### config.mk
export PLATFORM = sky130hd
export DESIGN_NAME = uart_tx_fifo_flat
export DESIGN_NICKNAME = d
export VERILOG_FILES = /design/src/rtl/uart_pkg.sv /design/src/rtl/uart_tx_fifo_if.sv /design/src/rtl/uart_tx_fifo_fifo.sv /design/src/rtl/uart_tx_fifo.sv /design/src/flat_wrapper.sv
export SDC_FILE = /design/constraint.sdc
export NUM_CORES = 1
export LEC_CHECK = 0
export BUFFER_PORTS_ARGS = -buffer_cell sky130_fd_sc_hd__buf_4
export CORE_MARGIN = 2
export CORE_UTILIZATION = 60
export DETAILED_ROUTE_END_ITERATION = 6
export PLACE_DENSITY = 0.9
export SYNTH_ARGS = -nofsm -noshare
export SYNTH_HDL_FRONTEND = slang
export SYNTH_SLANG_ARGS = --single-unit
### constraint.sdc
create_clock -name clk_i -period 6.55 [get_ports clk_i]
set_input_delay 1.965 -clock clk_i [delete_from_list [all_inputs] [get_ports clk_i]]
set_output_delay 1.965 -clock clk_i [all_outputs]
set_load 0.02 [all_outputs]
### src/rtl/uart_pkg.sv
// rtl/uart_pkg.sv - shared state encoding and frame constants for the UART transmitter
package uart_pkg;

  typedef enum logic [1:0] {
    IDLE,
    START,
    DATA,
    STOP
  } uart_state_e;

  localparam int   DEFAULT_CLK_DIV = 868;
  localparam int   DATA_BITS       = 8;
  localparam logic START_LEVEL     = 1'b0;
  localparam logic STOP_LEVEL      = 1'b1;

endpackage

### src/rtl/uart_tx_fifo_if.sv
// rtl/uart_tx_fifo_if.sv - byte write handshake plus serial line and status of the UART transmitter
interface uart_tx_fifo_if #(
  parameter int FIFO_DEPTH = 4
);
  localparam int CNT_W = $clog2(FIFO_DEPTH) + 1;

  logic             wr_valid_i;
  logic [7:0]       wr_data_i;
  logic             wr_ready_o;
  logic             tx_o;
  logic             busy_o;
  logic [CNT_W-1:0] fifo_cnt_o;

  modport master (
    output wr_valid_i, wr_data_i,
    input  wr_ready_o, tx_o, busy_o, fifo_cnt_o
  );

  modport slave (
    input  wr_valid_i, wr_data_i,
    output wr_ready_o, tx_o, busy_o, fifo_cnt_o
  );
endinterface

### src/rtl/uart_tx_fifo_fifo.sv
// rtl/uart_tx_fifo_fifo.sv - byte FIFO feeding the transmitter; head is read combinationally
module uart_fifo
  import uart_pkg::*;
#(
  parameter int DEPTH = 4
) (
  input  logic                     clk_i,
  input  logic                     rst_i,
  input  logic                     push_i,
  input  logic [DATA_BITS-1:0]     data_i,
  input  logic                     pop_i,
  output logic [DATA_BITS-1:0]     data_o,
  output logic [$clog2(DEPTH):0]   count_o,
  output logic                     full_o,
  output logic                     empty_o
);
  localparam int AW = $clog2(DEPTH);

  logic [DATA_BITS-1:0] mem_q [DEPTH];
  logic [AW-1:0]        wr_ptr_q, wr_ptr_d;
  logic [AW-1:0]        rd_ptr_q, rd_ptr_d;
  logic [AW:0]          cnt_q, cnt_d;
  logic                 do_push, do_pop;

  assign full_o  = (cnt_q == (AW+1)'(DEPTH));
  assign empty_o = (cnt_q == '0);
  assign count_o = cnt_q;
  assign data_o  = mem_q[rd_ptr_q];

  // Pointers are AW bits wide, so power-of-two depth makes wrap free
  always_comb begin
    do_push  = push_i && !full_o;
    do_pop   = pop_i && !empty_o;
    wr_ptr_d = wr_ptr_q + AW'(do_push);
    rd_ptr_d = rd_ptr_q + AW'(do_pop);
    cnt_d    = cnt_q;
    case ({do_push, do_pop})
      2'b10:   cnt_d = cnt_q + 1'b1;
      2'b01:   cnt_d = cnt_q - 1'b1;
      default: cnt_d = cnt_q;
    endcase
  end

  always_ff @(posedge clk_i) begin
    if (rst_i) begin
      wr_ptr_q <= '0;
      rd_ptr_q <= '0;
      cnt_q    <= '0;
    end else begin
      wr_ptr_q <= wr_ptr_d;
      rd_ptr_q <= rd_ptr_d;
      cnt_q    <= cnt_d;
      if (do_push) begin
        mem_q[wr_ptr_q] <= data_i;
      end
    end
  end

endmodule

### src/rtl/uart_tx_fifo.sv
// rtl/uart_tx_fifo.sv - 8N1/8N2 UART transmitter fed by a small byte FIFO
module uart_tx_fifo
  import uart_pkg::*;
#(
  parameter int CLK_DIV    = DEFAULT_CLK_DIV,
  parameter int FIFO_DEPTH = 4,
  parameter int STOP_BITS  = 1
) (
  input  logic           clk_i,
  input  logic           rst_i,
  uart_tx_fifo_if.slave  bus
);
  localparam int BAUD_W = $clog2(CLK_DIV);

  uart_state_e          state_q, state_d;
  logic [BAUD_W-1:0]    baud_q, baud_d;
  logic [2:0]           bit_q, bit_d;
  logic [DATA_BITS-1:0] shift_q, shift_d;
  logic                 tx_q, tx_d;

  logic                 fifo_push, fifo_pop, fifo_full, fifo_empty;
  logic [DATA_BITS-1:0] fifo_head;
  logic [$clog2(FIFO_DEPTH):0] fifo_cnt;
  logic                 baud_end;

  assign bus.wr_ready_o = !fifo_full;
  assign fifo_push      = bus.wr_valid_i && !fifo_full;
  assign bus.fifo_cnt_o = fifo_cnt;
  assign bus.tx_o       = tx_q;
  assign bus.busy_o     = (state_q != IDLE) || (fifo_cnt != '0);
  assign baud_end       = (baud_q == BAUD_W'(CLK_DIV - 1));

  uart_fifo #(.DEPTH(FIFO_DEPTH)) u_fifo (
    .clk_i   (clk_i),
    .rst_i   (rst_i),
    .push_i  (fifo_push),
    .data_i  (bus.wr_data_i),
    .pop_i   (fifo_pop),
    .data_o  (fifo_head),
    .count_o (fifo_cnt),
    .full_o  (fifo_full),
    .empty_o (fifo_empty)
  );

  // bit_q indexes data bits in DATA and counts stop bits in STOP
  always_comb begin
    state_d  = state_q;
    baud_d   = baud_q;
    bit_d    = bit_q;
    shift_d  = shift_q;
    fifo_pop = 1'b0;
    case (state_q)
      IDLE: begin
        if (!fifo_empty) begin
          fifo_pop = 1'b1;
          shift_d  = fifo_head;
          baud_d   = '0;
          state_d  = START;
        end
      end
      START: begin
        if (baud_end) begin
          baud_d  = '0;
          bit_d   = '0;
          state_d = DATA;
        end else begin
          baud_d = baud_q + 1'b1;
        end
      end
      DATA: begin
        if (baud_end) begin
          baud_d = '0;
          if (bit_q == 3'(DATA_BITS - 1)) begin
            bit_d   = '0;
            state_d = STOP;
          end else begin
            bit_d = bit_q + 1'b1;
          end
        end else begin
          baud_d = baud_q + 1'b1;
        end
      end
      STOP: begin
        if (baud_end) begin
          baud_d = '0;
          if (bit_q == 3'(STOP_BITS - 1)) begin
            bit_d = '0;
            if (!fifo_empty) begin
              fifo_pop = 1'b1;
              shift_d  = fifo_head;
              state_d  = START;
            end else begin
              state_d = IDLE;
            end
          end else begin
            bit_d = bit_q + 1'b1;
          end
        end else begin
          baud_d = baud_q + 1'b1;
        end
      end
      default: state_d = IDLE;
    endcase

    // Line level follows the state one cycle later, giving a glitch-free registered output
    case (state_q)
      START:   tx_d = START_LEVEL;
      DATA:    tx_d = shift_q[bit_q];
      default: tx_d = STOP_LEVEL;
    endcase
  end

  always_ff @(posedge clk_i) begin
    if (rst_i) begin
      state_q <= IDLE;
      baud_q  <= '0;
      bit_q   <= '0;
      shift_q <= '0;
      tx_q    <= STOP_LEVEL;
    end else begin
      state_q <= state_d;
      baud_q  <= baud_d;
      bit_q   <= bit_d;
      shift_q <= shift_d;
      tx_q    <= tx_d;
    end
  end

endmodule

### src/flat_wrapper.sv
// flat-port wrapper written by rule: the top's interface ports become plain ports
module uart_tx_fifo_flat import uart_pkg::*;
#(
  parameter int CLK_DIV    = DEFAULT_CLK_DIV,
  parameter int FIFO_DEPTH = 4,
  parameter int STOP_BITS  = 1
)
  (clk_i, rst_i, bus_wr_valid_i, bus_wr_data_i, bus_wr_ready_o, bus_tx_o, bus_busy_o, bus_fifo_cnt_o);
  uart_tx_fifo_if #(.FIFO_DEPTH(FIFO_DEPTH)) bus_i ();
  input  logic clk_i;
  input  logic rst_i;
  input wire logic [$bits(bus_i.wr_valid_i)-1:0] bus_wr_valid_i;
  input wire logic [$bits(bus_i.wr_data_i)-1:0] bus_wr_data_i;
  output wire logic [$bits(bus_i.wr_ready_o)-1:0] bus_wr_ready_o;
  output wire logic [$bits(bus_i.tx_o)-1:0] bus_tx_o;
  output wire logic [$bits(bus_i.busy_o)-1:0] bus_busy_o;
  output wire logic [$bits(bus_i.fifo_cnt_o)-1:0] bus_fifo_cnt_o;
  assign bus_i.wr_valid_i = bus_wr_valid_i;
  assign bus_i.wr_data_i = bus_wr_data_i;
  assign bus_wr_ready_o = bus_i.wr_ready_o;
  assign bus_tx_o = bus_i.tx_o;
  assign bus_busy_o = bus_i.busy_o;
  assign bus_fifo_cnt_o = bus_i.fifo_cnt_o;
  uart_tx_fifo #(.CLK_DIV(CLK_DIV), .FIFO_DEPTH(FIFO_DEPTH), .STOP_BITS(STOP_BITS)) u_core (.clk_i(clk_i), .rst_i(rst_i), .bus(bus_i));
endmodule
==> run metrics, run 1 <==
Setup Buffers After CTS 0; count leader, synth edfxtp_1; adder-cell share of the synthesized area 0.0581; Worst Path Arrival 1790 ps; Die X-Extent 73.9 um; CP required roughly 4600 ps; Sw Ratio 0.347; first-pass GRT wire length 8.31 mm; minimum clock period roughly 3800 ps; fin util 0.696; Core ar. 4720 um2; GRT Total Usage 0.208; worst-path cell chain inv_1 > ha_1 > and2_1 > inv_1 > buf_4; largest net degree at the start of global routing 42; slowest CP cell ha_1; startpoint class of the critical path register; # port buffers 16; Leak 0.00119 uW; final hold slack 475 ps; RSZ-0062 raised after global routing false; Clock Skew 6.10 ps; Hold-fix buffers, CTS 0; share of cells above drive strength 1 0.195; final wirelength 4.89 mm; clock share of power 0.229; CTS root buf clkbuf_8; CTS H-Tree Depth 3; Via Count 1865; largest family of logic cells by synthesized area simple AND/OR/NAND/NOR gates; DRC 0; outcome complete, no violations; asr flop ratio synth 0; pre-CTS setup slack a little under 3000 ps; f_max between 0.2 and 0.3 GHz; worst-skew pair later-pin latency ~340 ps; Synth Area in Compound Gates 0.0791; antenna violations before repair 0; die area between 5000 and 6000 um2; Pint 799 uW; Congestion Overflow GR 0; prevailing post-synth register cell edfxtp_1; routability cong. 0.813; fin nets between 200 and 300; post-synth top area share 0.328; Synth Area in Simple Gates 0.165; number of global-route vias before repair 1827; part of the power in registers 0.430; Antenna diodes 0; Yosys top cell by area edfxtp_1; Synth cell types 50; Post-Syn Instances 236; Area contributors post-synth edfxtp_1 (33%), dfxtp_1 (21%), mux4_2 (7.7%); post-synthesis cell area 2930 um2; dpl hpwl 3.37 mm; Reg clk slew, reported paths 70 ps; mean post-synth cell area 12.4 um2; initial core utilization 0.620; Filler cells 318; DIE HEIGHT 73.9 um; mux cell area share after synthesis 0.115; Max Slew Vio Count 0; final setup TNS 0 ps; TritonCTS buffer count 9; Yosys reg bits 63; area grow syn2layout 12.2%; maxcap violations 0; Setup CP Type reg -> out; Tot Pwr between 1000 and 1500 uW; CTS sink count 63; Synthesis Warnings 0; post-cts resize count 0; Synthesized Nets 260; vias per cell approximately 5.7; number of DRC markers in iteration 0 117; WP buf/inv 3; setup ws final 2800 ps; clock buffer depth 2; top post-synthesis cells by count edfxtp_1 (32), dfxtp_1 (31), nand2b_1 (21), ha_1 (12); Antenna Nets Post-Route 0; worst min path class reg -> reg; WL/cell approximately 15 um; Critical Path End Type output pin; CP max stage delay 410 ps; most frequent CP cell inv_1; Final Setup Violations 0; First-pass DRT Iterations 4; TritonCTS clock tree done; final period utilization 0.573; post-synthesis sequential area ratio 0.540; Slew HR 0.564; pwr/cell area 372 nW/um2; peak supply drop about 0.30 mV; worst-margin pin slew about 650 ps; Final Hold Viols 0; Rows 25; Switching Power 425 uW; Post-Synth XOR/XNOR Area 0.0179; Largest delay share family, worst path buffers and inverters; number of flops mapped to enable cells by yosys 32; Combinational Power Share 0.341; # IOs 17; crit-path max FO 13
[final timing paths]
| path | from | end | slack [ps] | cells after the start |
|---|---|---|---|---|
| worst max-delay path | u_core.state_q[0] | bus_busy_o | 2800 | 5 |
| worst min-delay path | u_core.shift_q[1] | u_core.shift_q[1] | 480 | 2 |
| worst max register to register | u_core.baud_q[0] | u_core.u_fifo.count_o[2] | 3450 | 10 |
| worst min register to register | u_core.shift_q[1] | u_core.shift_q[1] | 480 | 2 |
[worst reg2reg max path: cells and delay by family, from the launching register on]
family | cells | cell delay [ps]
xor+xnor | 1 | 160
buf+inv | 1 | 60
fa+ha+maj | 3 | 970
flops | 1 | 410
compound gates | 2 | 360
simple gates | 3 | 1070
[power groups by stage]
| stage | Clock, uW | Sequential [uW] | Combinational (uW) |
|---|---|---|---|
| after floorplan | 0 | 526 | 318 |
| after global placement | 0 | 532 | 401 |
| after detailed placement | 0 | 536 | 418 |
| after CTS | 288 | 527 | 420 |
| after global routing | 304 | 535 | 467 |
| final | 280 | 526 | 417 |
[layer usage]
metal,GRT usage,wire length [um]
met4,0.0848,79
met2,0.347,2530
met1,0.253,2120
met5,0,0
met3,0.0617,163
[cell families (layout without fill, tap and decap cells)]
family,after synthesis,after routing
simple gates,81,81
flops,63,63
compound gates,33,33
mux,21,21
buf+inv,19,45
fa+ha+maj,13,13
xor+xnor,6,6
[layout make-up]
type	count	area [um2]	share of cell area
flip-flops and latches	63	1580	0.481
multi-input cells	154	1270	0.387
repair buffers	20	150	0.0457
clock buffers	9	124	0.0377
well taps	67	83.8	0.0255
clock inverters	7	40.0	0.0122
inverters	9	33.8	0.0103
[metrics by stage]
stage / std cells / cell area, um2
after floorplan: 236 / 2930
after global routing: 329 / 3290
after detailed placement: 313 / 3120
final: 329 / 3290
after CTS: 329 / 3290
after global placement: 313 / 3120
[state kept, by name (all words and copies together) (netlist names)]
name / count
u_core.u_fifo.mem_q: 32
u_core.baud_q: 10
u_core.u_fifo.wr_ptr_q: 2
u_core.shift_q: 8
u_core.u_fifo.rd_ptr_q: 2
u_core.state_q: 2
u_core.bit_q: 3
u_core.bus.tx_o: 1
u_core.u_fifo.count_o: 3
[cells in the final DEF, fill, tap and decap left out, types with 3 or more instances in the layout]
master	Yosys	layout
clkinv_1	0	3
nand4_1	3	3
xnor2_1	4	4
nand2b_1	21	21
nand3_1	7	7
nor2_1	11	11
edfxtp_1	32	32
nor4_1	3	3
ha_1	12	12
a22o_1	3	3
nor3_1	3	3
a21oi_1	9	9
mux2i_1	11	11
clkbuf_8	0	9
nand2_1	11	11
o21ai_0	7	7
dfxtp_1	31	31
mux4_2	10	10
nor2b_1	4	4
inv_1	9	9
buf_4	0	20
No activity file was read; power rests on OpenSTA's default activity.
==> run 2: changes to the inputs <==
--- a/config.mk
+++ b/config.mk
@@ -7,9 +7,9 @@
 export LEC_CHECK = 0
 export BUFFER_PORTS_ARGS = -buffer_cell sky130_fd_sc_hd__buf_4
 export CORE_MARGIN = 2
-export CORE_UTILIZATION = 60
+export CORE_UTILIZATION = 54
 export DETAILED_ROUTE_END_ITERATION = 6
-export PLACE_DENSITY = 0.9
+export PLACE_DENSITY = 0.86
 export SYNTH_ARGS = -nofsm -noshare
 export SYNTH_HDL_FRONTEND = slang
 export SYNTH_SLANG_ARGS = --single-unit
==> constraint.sdc (replaced) <==
create_clock -name clk_i -period 3.34 [get_ports clk_i]
set_input_delay 1.002 -clock clk_i [delete_from_list [all_inputs] [get_ports clk_i]]
set_output_delay 1.002 -clock clk_i [all_outputs]
set_load 0.02 [all_outputs]
==> run metrics, run 2 (synthesized netlist as in run 1, its figures left out) <==
most common cell after layout, fill and taps aside edfxtp_1; WL/cell 15.2 um; clock buffer depth 2; CTS H-Tree Depth 3; Final Cell Area about 3300 um2; Clock Skew 7.79 ps; f_max between 0.3 and 0.4 GHz; fin nets 281; Largest regs u_core.u_fifo.mem_q: 32 flops, u_core.baud_q: 10 flops, u_core.shift_q: 8 flops; first-pass GRT wire length 8.42 mm; Leak 0.00120 uW; final setup TNS 0 ps; Sw Ratio 0.338; Rows 26; CTS root buf clkbuf_8; Worst Path Arrival 3230 ps; # port buffers 16; First-pass DRT Iterations 4; hold depth 2; DRC 0; commonest non-fill, non-tap cells in the layout edfxtp_1 (32), dfxtp_1 (31), nand2b_1 (21); post-cts resize count 0; Via Count approximately 1900; Switching Power about 840 uW; placed inst area 3130 um2; number of global-route vias before repair 1805; Max Slew Vio Count 0; RR Startpoint u_core.baud_q[1]; Biggest register u_core.u_fifo.mem_q; RSZ-0062 raised after global routing false; DIE HEIGHT 77.6 um; # IOs 17; clock share of power 0.251; Pint approximately 1600 uW; share of cells above drive strength 1 0.198; largest net degree at the start of global routing between 40 and 50; maxcap violations 0; worst-margin pin slew just under 600 ps; CP required roughly 3600 ps; part of the power in registers 0.416; number of DRC markers in iteration 0 131; Critical Path End Type register; startpoint class of the critical path register; Slew HR 0.603; peak supply drop roughly 0.43 mV; worst-skew pair later-pin latency 330 ps; antenna violations before repair 0; Setup CP Type reg -> reg; Final Setup Violations 0; Hold-fix buffers, CTS 0; pre-CTS setup slack 324 ps; TritonCTS clock tree done; Final Hold Viols 0; crit-path max FO 7; reg2reg setup slack 370 ps; final wirelength 5.03 mm; Setup Buffers After CTS 0; area grow syn2layout 13.4%; CTS sink count 63; final hold slack 483 ps; dpl hpwl 3.48 mm; Die X-Extent 77.6 um; die area 6030 um2; minimum clock period 2970 ps; max reg flops 32; Reg clk slew, reported paths 70 ps; vias per cell 5.69; setup ws final 375 ps; hold path endpoint u_core.shift_q[2]; TritonCTS buffer count 9; outcome complete, no violations; Core ar. a little over 5000 um2; routability cong. 0.791; Antenna diodes 0; Antenna Nets Post-Route 0; worst min path class reg -> reg; initial core utilization 0.566; Congestion Overflow GR 0; GRT Total Usage 0.184; worst r2r path cells 10; Worst Min Path Start u_core.shift_q[2]; Combinational Power Share 0.333; pwr/cell area 749 nW/um2; final period utilization 0.888; r2r endpoint u_core.u_fifo.count_o[2]
==> run 2: area by class of cell <==
cell class	instances	area [um2]
Clock inverter	7	63.8
Fill cell	385	1850
Clock buffer	9	124
Tap cell	70	87.6
Sequential cell	63	1580
Timing Repair Buffer	20	150
Inverter	9	33.8
Multi-Input combinational cell	154	1280
==> run 2: worst max-delay path by stage <==
| stage | from | end | slack, ps | cells past startpoint |
|---|---|---|---|---|
| after floorplan | u_core.baud_q[0] | u_core.u_fifo.count_o[2] | 570 | 11 |
| after global placement | u_core.baud_q[0] | u_core.u_fifo.count_o[2] | 500 | 10 |
| after detailed placement | u_core.baud_q[0] | u_core.u_fifo.count_o[2] | 320 | 10 |
| after CTS | u_core.baud_q[0] | u_core.u_fifo.count_o[2] | 300 | 10 |
| after global routing | u_core.baud_q[0] | u_core.u_fifo.count_o[2] | 100 | 10 |
| final | u_core.baud_q[1] | u_core.u_fifo.count_o[2] | 370 | 10 |
==> run 2: critical path, stage by stage, from the launching register on <==
cell and delay, ps:
dfxtp_1 400, ha_1 310, and2_1 290, a31oi_1 240
nor4_2 360, ha_1 240, inv_1 60, fa_1 380
xor2_1 160, or3_1 300, a21oi_1 150
==> run 2: through the flow <==
step                power (uW)  cells   util
floorplan                 1660    236      -
global placement          1830    316  0.604
detailed placement        1870    316  0.604
CTS                       2500    332  0.641
global route              2650    332  0.642
finish                    2480    332  0.642
==> run 2: power groups by stage <==
stage / Combinational (uW) / Sequential [uW] / Clock [uW]
floorplan: 624 / 1030 / 0
global placement: 790 / 1040 / 0
detailed placement: 817 / 1050 / 0
CTS: 827 / 1040 / 636
global route: 922 / 1050 / 674
finish: 827 / 1030 / 624
==> run 2: layer usage <==
metal  part of all wire  GRT usage
met4              0.021     0.0911
met2               0.51      0.304
met3              0.025     0.0384
met5                  0          0
met1               0.45      0.228
==> run 3: changes to the inputs <==
--- a/config.mk
+++ b/config.mk
@@ -6,10 +6,12 @@
 export NUM_CORES = 1
 export LEC_CHECK = 0
 export BUFFER_PORTS_ARGS = -buffer_cell sky130_fd_sc_hd__buf_4
+export CELL_PAD_IN_SITES_DETAIL_PLACEMENT = 0
+export CELL_PAD_IN_SITES_GLOBAL_PLACEMENT = 1
 export CORE_MARGIN = 2
-export CORE_UTILIZATION = 54
+export CORE_UTILIZATION = 44
 export DETAILED_ROUTE_END_ITERATION = 6
-export PLACE_DENSITY = 0.86
+export PLACE_DENSITY = 0.85
 export SYNTH_ARGS = -nofsm -noshare
 export SYNTH_HDL_FRONTEND = slang
 export SYNTH_SLANG_ARGS = --single-unit
==> run metrics, run 3 (synthesized netlist as in run 1, its figures left out) <==
# IOs 17; worst-margin pin slew 626 ps; Antenna diodes 0; fin nets 281; Filler cells 561; Largest regs u_core.u_fifo.mem_q: 32 flops, u_core.baud_q: 10 flops, u_core.shift_q: 8 flops; worst-skew pair later-pin latency 340 ps; CTS sink count 63; DIE HEIGHT 85.6 um; number of DRC markers in iteration 0 45; largest net degree at the start of global routing 42; Tot Pwr about 2400 uW; clock buffer depth 2; Critical Path End Type register; TritonCTS clock tree done; f_max 0.337 GHz; Core ar. 6390 um2; Worst Path Arrival 3230 ps; area grow syn2layout 12.9%; Setup CP Type reg -> reg; max reg flops 32; Congestion Overflow GR 0; RSZ-0062 raised after global routing false; peak supply drop 0.489 mV; Final Hold Viols 0; Antenna Nets Post-Route 0; outcome complete, no violations; first-pass GRT wire length 8.67 mm; Clock Skew 6.76 ps; startpoint class of the critical path register; pwr/cell area roughly 730 nW/um2; GRT Total Usage 0.155; Biggest register u_core.u_fifo.mem_q; Final Setup Violations 0; DRC 0; area taken by multi-input logic gates ~1300 um2; initial core utilization 0.458; die area 7320 um2; Slew HR 0.582; final setup TNS 0 ps; CTS H-Tree Depth 3; # port buffers 16; Hold-fix buffers, CTS 0; CP required 3610 ps; Via Count about 1800; vias per cell roughly 5.4; maxcap violations 0; TritonCTS buffer count 9; CTS root buf clkbuf_8; Reg clk slew, reported paths 70 ps; most common cell after layout, fill and taps aside edfxtp_1; Rows 29; Max Slew Vio Count 0; number of global-route vias before repair ~1800; Setup Buffers After CTS 0; crit-path max FO 7; commonest non-fill, non-tap cells in the layout edfxtp_1 (32), dfxtp_1 (31), nand2b_1 (21); WL/cell 14.9 um; minimum clock period 2960 ps; Leak 0.00119 uW; final wirelength 5.04 mm; worst min path class reg -> reg; Die X-Extent around 86 um; antenna violations before repair 0; FF/Latch Area around 1600 um2; routability cong. 0.842; First-pass DRT Iterations 4; share of cells above drive strength 1 0.202; dpl hpwl about 3.5 mm; final period utilization 0.887
## run 3: cell count changes in the layout (fill, tap and decap cells not counted), sizes merged
cell    delta
bufinv     -1
clkinv     +1
## run 3: per-stage QoR
step	area [um2]	hold slack, ps	utilization	worst slack, ps	cells
after floorplan	2930	449	-	567	236
after global placement	3130	465	0.491	466	323
after detailed placement	3130	473	0.491	339	323
after CTS	3300	484	0.516	306	339
after global routing	3300	506	0.517	77.6	339
final	3300	476	0.517	376	339
## run 3: cell type report
type | count | area share
sequential | 63 | 0.479
clock buffer | 9 | 0.0375
clock inverter | 7 | 0.0121
inverter | 9 | 0.0102
timing repair buffer | 20 | 0.0454
multi-input combinational | 154 | 0.387
tap | 77 | 0.0292
## run 3: path summary, 6_finish.rpt
| check | startpoint | endpoint | slack [ps] | cells past startpoint |
|---|---|---|---|---|
| setup / recovery | u_core.baud_q[0] | u_core.u_fifo.count_o[2] | 380 | 10 |
| hold / removal | u_core.shift_q[1] | u_core.shift_q[1] | 480 | 2 |
| setup reg to reg | u_core.baud_q[0] | u_core.u_fifo.count_o[2] | 380 | 10 |
| hold reg to reg | u_core.shift_q[1] | u_core.shift_q[1] | 480 | 2 |
## run 3: what timing repair did
action / in CTS / in global routing
gates resized for setup: 0 / 1
endpoints found under the setup margin: 0 / 1
hold endpoints to repair: 0 / 0
## run 3: critical path, cell delays in order (launching register included)
cell     delay [ps]
dfxtp_1         410
ha_1            300
and2_1          290
a31oi_1         240
nor4_2          370
ha_1            250
inv_1            70
fa_1            370
xor2_1          160
or3_1           300
a21oi_1         140
## run 3: power breakdown
part | internal [uW] | switching (uW) | total, uW
combinational | 373 | 457 | 831
clock | 260 | 289 | 549
sequential | 936 | 97.1 | 1030
total | 1570 | 843 | 2410
## run 3: metal layers
layer,GRT usage,routed length [um],up-vias,part of all wire
met5,0,0,-,0
met4,0.0649,97,0,0.019
met1,0.191,2220,875,0.44
met2,0.259,2540,27,0.50
met3,0.0443,172,8,0.034
li1,-,-,916,-
